## config.mk

```make
export PLATFORM = sky130hd
export DESIGN_NAME = bit_unstuff
export DESIGN_NICKNAME = d
export VERILOG_FILES = /design/src/rtl/bit_unstuff.sv
export SDC_FILE = /design/constraint.sdc
export NUM_CORES = 1
export LEC_CHECK = 0
export ABC_AREA = 1
export CAP_MARGIN = 40
export CORE_AREA = 2 2 39 41
export DETAILED_ROUTE_END_ITERATION = 8
export DIE_AREA = 0 0 41 43
export PLACE_DENSITY_LB_ADDON = 0.15
export SETUP_SLACK_MARGIN = 0.15
export SYNTH_ARGS = -nofsm -noshare
export SYNTH_HDL_FRONTEND = slang
export SYNTH_SLANG_ARGS = --single-unit
```

## constraint.sdc

```tcl
create_clock -name clk -period 1.35 [get_ports clk]
set_clock_uncertainty 0.1 [all_clocks]
set_input_delay 0.135 -clock clk [delete_from_list [all_inputs] [get_ports clk]]
set_output_delay 0.135 -clock clk [all_outputs]
set_load 0.05 [all_outputs]
```

## src/rtl/bit_unstuff.sv

```systemverilog
// rtl/bit_unstuff.sv - USB receive bit unstuffer: drops the stuffed 0 after MAX_ONES 1s, flags violations
module bit_unstuff #(
  parameter int MAX_ONES = 6
) (
  input  logic clk,
  input  logic rst_b,
  input  logic bstr_in,
  input  logic bstr_in_ready,
  input  logic in_done,
  output logic bstr_out,
  output logic bstr_out_ready,
  output logic out_done,
  output logic stuff_err
);

  localparam int CW = $clog2(MAX_ONES + 1);
  localparam logic [CW-1:0] MAX_CNT = CW'(MAX_ONES);

  typedef enum logic [1:0] {IDLE, RUN, STUFF, ERR} state_t;

  state_t          r_state;
  logic [CW-1:0]   r_ones_cnt;
  logic            r_bstr_out;
  logic            r_bstr_out_ready;
  logic            r_out_done;
  logic            r_stuff_err;
  logic [CW-1:0]   w_cnt_inc;

  assign w_cnt_inc = r_ones_cnt + 1'b1;

  always_ff @(posedge clk or negedge rst_b) begin
    if (!rst_b) begin
      r_state          <= IDLE;
      r_ones_cnt       <= '0;
      r_bstr_out       <= 1'b0;
      r_bstr_out_ready <= 1'b0;
      r_out_done       <= 1'b0;
      r_stuff_err      <= 1'b0;
    end else begin
      r_bstr_out_ready <= 1'b0;
      r_out_done       <= 1'b0;
      // The error flag stays visible through the out_done cycle, then clears.
      if (r_out_done) begin
        r_stuff_err <= 1'b0;
      end
      if (in_done) begin
        r_out_done <= 1'b1;
        r_ones_cnt <= '0;
        r_state    <= IDLE;
      end else if (bstr_in_ready) begin
        case (r_state)
          IDLE, RUN: begin
            r_bstr_out       <= bstr_in;
            r_bstr_out_ready <= 1'b1;
            if (bstr_in) begin
              r_ones_cnt <= w_cnt_inc;
              r_state    <= (w_cnt_inc == MAX_CNT) ? STUFF : RUN;
            end else begin
              r_ones_cnt <= '0;
              r_state    <= RUN;
            end
          end
          STUFF: begin
            if (bstr_in) begin
              r_stuff_err <= 1'b1;
              r_state     <= ERR;
            end else begin
              r_ones_cnt <= '0;
              r_state    <= RUN;
            end
          end
          default: begin
          end
        endcase
      end
    end
  end

  assign bstr_out       = r_bstr_out;
  assign bstr_out_ready = r_bstr_out_ready;
  assign out_done       = r_out_done;
  assign stuff_err      = r_stuff_err;

endmodule

```

==> results of run 1 <==
==> flip-flops by register name, summed over array words and instances, names as in the netlist <==
name / flops
bstr_out: 1
out_done: 1
r_ones_cnt: 3
stuff_err: 1
r_state: 2
bstr_out_ready: 1
==> cells by family (layout without fill, tap and decap cells) <==
group,after synthesis,in the layout,synth area share [%]
AND/OR/NAND/NOR,30,30,30.4
AO/OA/AOI/OAI,7,7,7.94
flip-flops,9,9,47.6
adder cells (fa/ha/maj),2,2,5.29
buffers and inverters,11,24,8.73
==> through the flow <==
stage / instances / hold WS, ns / util (%) / setup TNS, ns
final: 88 / 0.0715 / 48.6 / 0
after global routing: 88 / 0.127 / 48.6 / 0
after CTS: 88 / 0.0898 / 48.1 / 0
after detailed placement: 83 / 0.374 / 44.3 / 0
after global placement: 83 / 0.368 / 44.3 / -0.0133
after floorplan: 59 / -0.261 / - / 0
==> power breakdown <==
group | switching (W) | leakage, nW | total (W) | internal [W]
Clock | 0.0000942 | 0.0150 | 0.000208 | 0.000114
Combinational | 0.0000987 | 0.192 | 0.000177 | 0.0000782
Sequential | 0.0000206 | 0.117 | 0.000310 | 0.000290
Total | 0.000213 | 0.325 | 0.000695 | 0.000482
==> cell usage in the layout, fill, tap and decap left out <==
cell,count
nand2_1,16
dfrtp_1,9
inv_1,6
inv_2,5
clkdlybuf4s50_1,4
buf_12,4
nand3_2,3
nor2_1,3
o21ai_1,3
clkbuf_4,3
nor2_4,2
nand2_2,2
nor2_2,2
o22ai_1,1
nand3_1,1
a21oi_2,1
o21ai_0,1
a31oi_1,1
nor3_2,1
ha_1,1
ha_2,1
clkbuf_1,1
buf_4,1
==> timing repair <==
action                     in CTS  in global routing
buffers inserted                1                  0
setup endpoints to repair       4                  4
pin swaps                       3                  5
gates resized for setup         6                  4
hold buffers                    0                  0
==> routing by layer <==
| layer | GRT usage, % | vias to the layer above |
|---|---|---|
| met5 | 0 | - |
| met3 | 3.14 | 5 |
| met1 | 20.1 | 173 |
| li1 | - | 209 |
| met2 | 16.9 | 8 |
| met4 | 12.0 | 0 |
==> layout make-up <==
| class | count | share of cell area, % |
|---|---|---|
| multi-input cells | 39 | 34.6 |
| flip-flops and latches | 9 | 33.5 |
| repair buffers | 9 | 19.0 |
| inverters | 11 | 6.13 |
| clock buffers | 4 | 3.90 |
| well taps | 16 | 2.97 |
==> path summary, 6_finish.rpt <==
check / cells past startpoint / slack (ns) / to / startpoint
worst min register to register: 1 / 0.42 / stuff_err / out_done
worst max-delay path: 6 / 0.17 / r_state[1] / r_ones_cnt[0]
worst min-delay path: 1 / 0.07 / r_ones_cnt[2] / rst_b
worst max register to register: 6 / 0.17 / r_state[1] / r_ones_cnt[0]
min in group clk: 1 / 0.27 / out_done / in_done
max in group asynchronous: 1 / 0.79 / stuff_err / rst_b
==> flow_summary_export.csv, run 1 <==
group,metric,value,unit
drt,route.detailed.drc,0,
status,outcome,"complete, no violations",
sta,fin_ws,0.172,ns
yosys,synthArstFlopShare,100,%
worst_setup_path,critPathRequiredTime,1.44,ns
job,cap_viol_max_count,0,
drt,routed-wl-met2,382,um
floorplan,initial_utilization,34.2,%
yosys,yosysWarnings,0,
clocking,cts.sinks,9,
worst_setup_path,cpPeakStageDelay,0.40,ns
sta,slew_violations,0,
cells_and_area,drive_gt1_share,34.7,%
sta,rsz0062_at_grt,"yes",
worst_setup_path,critPathSlowestCell,"dfrtp_1",
floorplan,die_w,41,um
drt,wl_per_cell,10.1,um
drt,met3_length,34,um
clocking,cts.clk_slew.worst_paths,0.06,ns
worst_setup_path,crit_type,"reg -> reg",
yosys,synth_top_area_cell,"dfrtp_1",
placed_design,place_worst_setup_slack,0.0224,ns
cells_and_area,area_growth,42.3,%
floorplan,pin_count,9,
sta,slew-limit-headroom,72.0,%
yosys,syn_inst,59,
global_routing,grt_usage,14.0,%
sta,tightest_slew,0.418,ns
worst_setup_path,path_cells,"ha_2, nand2_1, inv_2, nor2_4, nand3_2, a21oi_2",
drt,postRouteAntennaNets,0,
drt,vias,395,
worst_setup_path,critical_path_arrival,1.27,ns
global_routing,grt_antenna_before_repair,0,
cells_and_area,num_antenna_cells,0,
cells_and_area,multi_input_area,233,um^2
sta,min_period,1.18,ns
cells_and_area,final_area,673,um^2
power,p_per_area,1030,nW/um^2
sta,timing.final.crit_share,87.3,%
cells_and_area,seq_area,225,um^2
global_routing,grt_pass1_wl,1.56,mm
clocking,cts_buffers,3,
global_routing,grt_pass1_vias,358,
yosys,ys_types,17,
yosys,syn_nets,66,
clocking,htree_levels,1,
yosys,yosysSeqAreaShare,47.6,%
floorplan,die_y,43,um
sta,setup_viol,0,
power,vdd.ir_drop.worst,0.000776,V
yosys,syn_area_per_cell,8.02,um^2
worst_setup_path,worstSetupEndpointType,"flip-flop",
power,p_total,0.000695,W
sta,hold_viol_final,0,
placed_design,portBuffers,8,
floorplan,die-area,1760,um^2
drt,drtIter0Drc,6,
drt,routed_wl,891,um
drt,routedLengthMet1,439,um
worst_setup_path,crit_buf_inv,1,
worst_setup_path,crit_family,"flip-flops",
cells_and_area,fillerInstances,134,
drt,via_per_inst,4.49,
yosys,synth_ff_type,"dfrtp_1",
yosys,synth.area.top_cells,"dfrtp_1, nand2_1, inv_1",
power,p_leak,0.325,nW
global_routing,grt_max_degree,10,
yosys,synth_top_area_share,47.6,%
hold_path,holdCritPathClass,"in -> async",
placed_design,place_congestion,0.802,
drt,firstDrtPassIters,4,
yosys,syn_area,473,um^2
global_routing,grt_overflow,0,
clocking,worstSkewPairLatency,0.26,ns
yosys,ys_seq_elements,9,
worst_setup_path,worstPathMaxFanout,3,
floorplan,core_area,1380,um^2
sta,max_freq,849,MHz
yosys,yosysMostFrequentCell,"nand2_1",
clocking,cts_max_path_buffers,2,
worst_setup_path,crit_path_start_kind,"flip-flop",
yosys,synth_common_cells,"nand2_1, dfrtp_1, inv_1",
placed_design,placed_area,613,um^2
drt,highest_layer,"met4",
clocking,cts_tree,"done",
placed_design,dp_hpwl,662,um
clocking,cts-root-buf,"clkbuf_4",
floorplan,placementRows,14,
cells_and_area,fin_nets,80,
yosys,synth_edf_count,0,
(Power assumes the default switching activity.)
==> run 2, diff against run 1 <==
clock period = 1.41 ns   (was 1.35 ns; I/O delays follow)
==> run 2 against run 1 <==
Against the previous run:
- cell count is 1.1% lower
- hold slack better by 0.0024 ns
- setup slack better by 0.030 ns
- via count is 1.3% lower
- global-route usage is 0.49 points higher
- cell area is 2.8% lower
- wire length is 0.34% lower
- fmax is 2.4% lower
- combinational power is 11% lower
- register-to-register slack better by 0.03 ns
- largest cell class is now sequential cells
- highest routed layer unchanged
==> flow_summary_export.csv, run 2 (synthesized netlist as in run 1, its figures left out) <==
group,metric,value,unit
drt,firstDrtPassIters,4,
global_routing,grt_overflow,0,
drt,routed_wl,888,um
global_routing,grt_pass1_vias,389,
clocking,cts-root-buf,"clkbuf_4",
sta,rsz0062_at_grt,"yes",
clocking,cts_buffers,3,
drt,routedLengthMet1,431,um
placed_design,place_congestion,0.794,
clocking,cts_max_path_buffers,2,
floorplan,placementRows,14,
floorplan,core_area,1380,um^2
sta,tightest_slew,0.408,ns
worst_setup_path,crit_path_start_kind,"flip-flop",
cells_and_area,largest_reg_flops,3,
clocking,cts.clk_slew.worst_paths,0.06,ns
sta,hold_viol_final,0,
drt,wl_per_cell,10.2,um
drt,highest_layer,"met4",
worst_setup_path,critPathRequiredTime,1.49,ns
cells_and_area,num_antenna_cells,0,
global_routing,grt_max_degree,10,
cells_and_area,drive_gt1_share,26.8,%
sta,slew-limit-headroom,72.7,%
placed_design,dp_hpwl,700,um
cells_and_area,final_cells,87,
job,cap_viol_max_count,0,
drt,route.detailed.drc,0,
floorplan,initial_utilization,34.2,%
worst_setup_path,critical_path_arrival,1.29,ns
clocking,htree_levels,1,
drt,routed-wl-met2,412,um
worst_setup_path,worstSetupEndpointType,"flip-flop",
cells_and_area,area_growth,38.4,%
cells_and_area,final_area,654,um^2
power,p_per_area,1010,nW/um^2
global_routing,grt_usage,14.5,%
drt,vias,390,
placed_design,dp.cells,83,
cells_and_area,utilization,47.3,%
floorplan,pin_count,9,
global_routing,grt_antenna_before_repair,0,
drt,via_per_inst,4.48,
worst_setup_path,r2r_slack,0.20,ns
cells_and_area,regMostFlops,"r_ones_cnt",
power,p_leak,0.321,nW
global_routing,grt_pass1_wl,1.63,mm
clocking,ctsHoldBuffers,0,
hold_path,holdCritPathClass,"in -> async",
sta,fin_ws,0.202,ns
cells_and_area,fin_nets,79,
sta,setup_viol,0,
floorplan,die_w,41,um
sta,min_period,1.21,ns
cells_and_area,reg.largest.list,"r_ones_cnt: 3 flops, r_state: 2 flops",
worst_setup_path,worstPathMaxFanout,4,
sta,max_freq,828,MHz
floorplan,die_y,43,um
sta,timing.final.crit_share,85.7,%
cells_and_area,fillerInstances,130,
sta,slew_violations,0,
clocking,cts_tree,"done",
placed_design,place_worst_setup_slack,0.0711,ns
drt,met3_length,25,um
worst_setup_path,crit_type,"reg -> reg",
clocking,cts.sinks,9,
cells_and_area,final_cell_mix,"nand2_1, dfrtp_1, inv_1",
sta,setup_tns,0,ns
drt,drtIter0Drc,8,
floorplan,die-area,1760,um^2
placed_design,placed_area,613,um^2
power,vdd.ir_drop.worst,0.000488,V
drt,postRouteAntennaNets,0,
clocking,worstSkewPairLatency,0.26,ns
placed_design,portBuffers,8,
cells_and_area,final_common_cell,"nand2_1",
status,outcome,"complete, no violations",
==> run 2: what timing repair did <==
| action | 4_1_cts | 5_1_grt |
|---|---|---|
| pin swaps | 3 | 3 |
| setup endpoints to repair | 3 | 2 |
| buffers inserted | 0 | 0 |
| gates resized for setup | 2 | 2 |
==> run 2: final cells by class <==
cell class | instances | area (um^2) | share of cell area (%)
Sequential cell | 9 | 225 | 34.4
Multi-Input combinational cell | 39 | 221 | 33.8
Timing Repair Buffer | 8 | 120 | 18.4
Inverter | 11 | 41.3 | 6.31
Clock buffer | 4 | 26.3 | 4.02
Tap cell | 16 | 20.0 | 3.06
==> run 2: worst paths after layout <==
path                          startpoint       endpoint  cells after the start
hold reg to reg                 out_done      stuff_err                      1
setup reg to reg           r_ones_cnt[0]  r_ones_cnt[1]                      4
max in group asynchronous          rst_b  r_ones_cnt[0]                      1
min in group clk                 in_done       out_done                      1
hold / removal                     rst_b       bstr_out                      1
setup / recovery           r_ones_cnt[0]  r_ones_cnt[1]                      4
==> run 2: metal layers <==
layer	up-vias	GRT usage [%]
li1	208	-
met1	175	18.3
met2	5	20.0
met3	2	3.14
met4	0	12.0
met5	-	0
==> run 2: power by group <==
part	switching (W)	internal (W)
clock	0.0000947	0.000109
sequential	0.0000207	0.000277
combinational	0.0000889	0.0000695
==> run 2: worst max-delay path, stage by stage (launching register included) <==
cell and delay (ns):
dfrtp_1 0.42, ha_1 0.30, nor3_1 0.18, nand2_1 0.07, o21ai_0 0.07
==> run 2: stage by stage <==
step           hold slack, ns  power (W)
6_report               0.0738   0.000660
3_5_place_dp            0.381   0.000462
4_1_cts                0.0931   0.000670
3_3_place_gp            0.375   0.000460
2_1_floorplan          -0.255   0.000384
5_1_grt                 0.125   0.000697
==> run 3, diff against run 2 <==
RECOVER_POWER = 100   (was not set)
SLEW_MARGIN = 5   (was not set)
==> run 3 against run 2 <==
Against the previous run:
- sequential cell count unchanged
- largest power group unchanged
- first-iteration DRC count decreased by 13%
- non-clock buffer count unchanged
- cell area decreased by 8.8%
- clock power about the same
- highest routed layer unchanged
- critical path type unchanged
==> flow_summary_export.csv, run 3 (synthesized netlist as in run 1, its figures left out) <==
group,metric,value,unit
status,outcome,"complete, no violations",
drt,drtIter0Drc,7,
placed_design,place_congestion,0.794,
drt,wl_per_cell,10.3,um
worst_setup_path,crit_type,"reg -> reg",
clocking,cts_tree,"done",
cells_and_area,num_antenna_cells,0,
sta,tightest_slew,0.501,ns
clocking,cts_max_path_buffers,2,
worst_setup_path,r2r_slack,0.18,ns
cells_and_area,largest_reg_flops,3,
global_routing,grt_pass1_vias,389,
sta,hold_viol_final,0,
cells_and_area,fillerInstances,139,
cells_and_area,final_cell_mix,"nand2_1, inv_1, dfrtp_1",
sta,setup_viol,0,
placed_design,dp_hpwl,700,um
worst_setup_path,worstSetupEndpointType,"flip-flop",
global_routing,grt_usage,14.5,%
cells_and_area,multi_input_area,216,um^2
drt,via_per_inst,4.44,
global_routing,grt_antenna_before_repair,0,
sta,slew-limit-headroom,66.6,%
worst_setup_path,crit_path_start_kind,"flip-flop",
global_routing,grt_max_degree,10,
sta,setup_tns,0,ns
sta,slew_violations,0,
floorplan,die_y,43,um
sta,min_period,1.23,ns
job,cap_viol_max_count,0,
floorplan,initial_utilization,34.2,%
cells_and_area,utilization,43.1,%
power,p_total,0.000622,W
placed_design,portBuffers,8,
placed_design,place_worst_setup_slack,0.0711,ns
sta,max_freq,815,MHz
floorplan,pin_count,9,
cells_and_area,area_growth,26.2,%
floorplan,core_area,1380,um^2
cells_and_area,regMostFlops,"r_ones_cnt",
hold_path,holdCritPathClass,"in -> async",
clocking,cts-root-buf,"clkbuf_4",
cells_and_area,seq_area,225,um^2
clocking,cts.clk_slew.worst_paths,0.06,ns
cells_and_area,final_area,597,um^2
sta,fin_ws,0.183,ns
sta,timing.final.crit_share,87.0,%
cells_and_area,reg.largest.list,"r_ones_cnt: 3 flops, r_state: 2 flops",
placed_design,placed_area,613,um^2
drt,vias,386,
power,p_leak,0.320,nW
power,p_per_area,1040,nW/um^2
cells_and_area,drive_gt1_share,21.1,%
worst_setup_path,critPathRequiredTime,1.49,ns
clocking,cts.sinks,9,
global_routing,grt_pass1_wl,1.63,mm
floorplan,die_w,41,um
power,vdd.ir_drop.worst,0.000456,V
drt,firstDrtPassIters,4,
sta,rsz0062_at_grt,"yes",
floorplan,die-area,1760,um^2
worst_setup_path,critical_path_arrival,1.31,ns
global_routing,grt_overflow,0,
cells_and_area,fin_nets,79,
clocking,worstSkewPairLatency,0.26,ns
drt,route.detailed.drc,0,
clocking,cts_buffers,3,
drt,postRouteAntennaNets,0,
worst_setup_path,worstPathMaxFanout,4,
drt,routed_wl,893,um
clocking,htree_levels,1,
floorplan,placementRows,14,
cells_and_area,final_common_cell,"nand2_1",
run 3: changes by cell type in the layout (fill, tap and decap cells not counted), sizes merged:
cell / change
buf: -4
dlymetal6s2s: +1
dlygate4sd3: +2
clkdlybuf4s50: -2
clkbuf: +3
run 3: path summary, 6_finish.rpt:
| check | from | to | cells after the start |
|---|---|---|---|
| setup / recovery | r_ones_cnt[0] | r_state[1] | 6 |
| hold / removal | rst_b | bstr_out | 1 |
| setup reg to reg | r_ones_cnt[0] | r_state[1] | 6 |
| hold reg to reg | out_done | stuff_err | 1 |
| max in group asynchronous | rst_b | r_ones_cnt[0] | 1 |
| min in group clk | out_done | stuff_err | 1 |
run 3: worst max-delay path, cell delays in order, from the launching register on:
cell and delay, ns:
dfrtp_1 0.42, ha_1 0.21, nand2_1 0.06, inv_1 0.05
nor2_4 0.11, nand3_2 0.07, a21oi_1 0.13
run 3: power by group:
part | leakage [nW] | switching, W | internal [W]
clock | 0.0150 | 0.0000935 | 0.000109
sequential | 0.117 | 0.0000145 | 0.000277
combinational | 0.188 | 0.0000886 | 0.0000396
run 3: through the flow:
stage               hold WS, ns  cells
global placement          0.375     83
global route              0.195     87
detailed placement        0.381     83
floorplan                -0.255     59
CTS                      0.0931     87
finish                    0.146     87
run 3: repair_timing:
| action | in CTS | in global routing |
|---|---|---|
| resized for setup | 2 | 2 |
| hold buffers | 0 | 0 |
| gates cloned | 0 | 0 |
| pin swaps | 3 | 3 |
| buffers inserted | 0 | 0 |
| setup endpoints to repair | 3 | 2 |
run 3: cell type report:
class                           instances  share of cell area [%]
Tap cell                               16                    3.35
Timing Repair Buffer                    8                    11.3
Multi-Input combinational cell         39                    36.3
Clock buffer                            4                    4.40
Sequential cell                         9                    37.7
Inverter                               11                    6.92
run 3: layer usage:
metal / vias to the layer above / GRT usage [%] / part of all wire (%)
li1: 208 / - / -
met1: 171 / 18.3 / 48
met2: 5 / 20.0 / 46
met3: 2 / 3.14 / 3.7
met4: 0 / 12.0 / 2.0
met5: - / 0 / 0
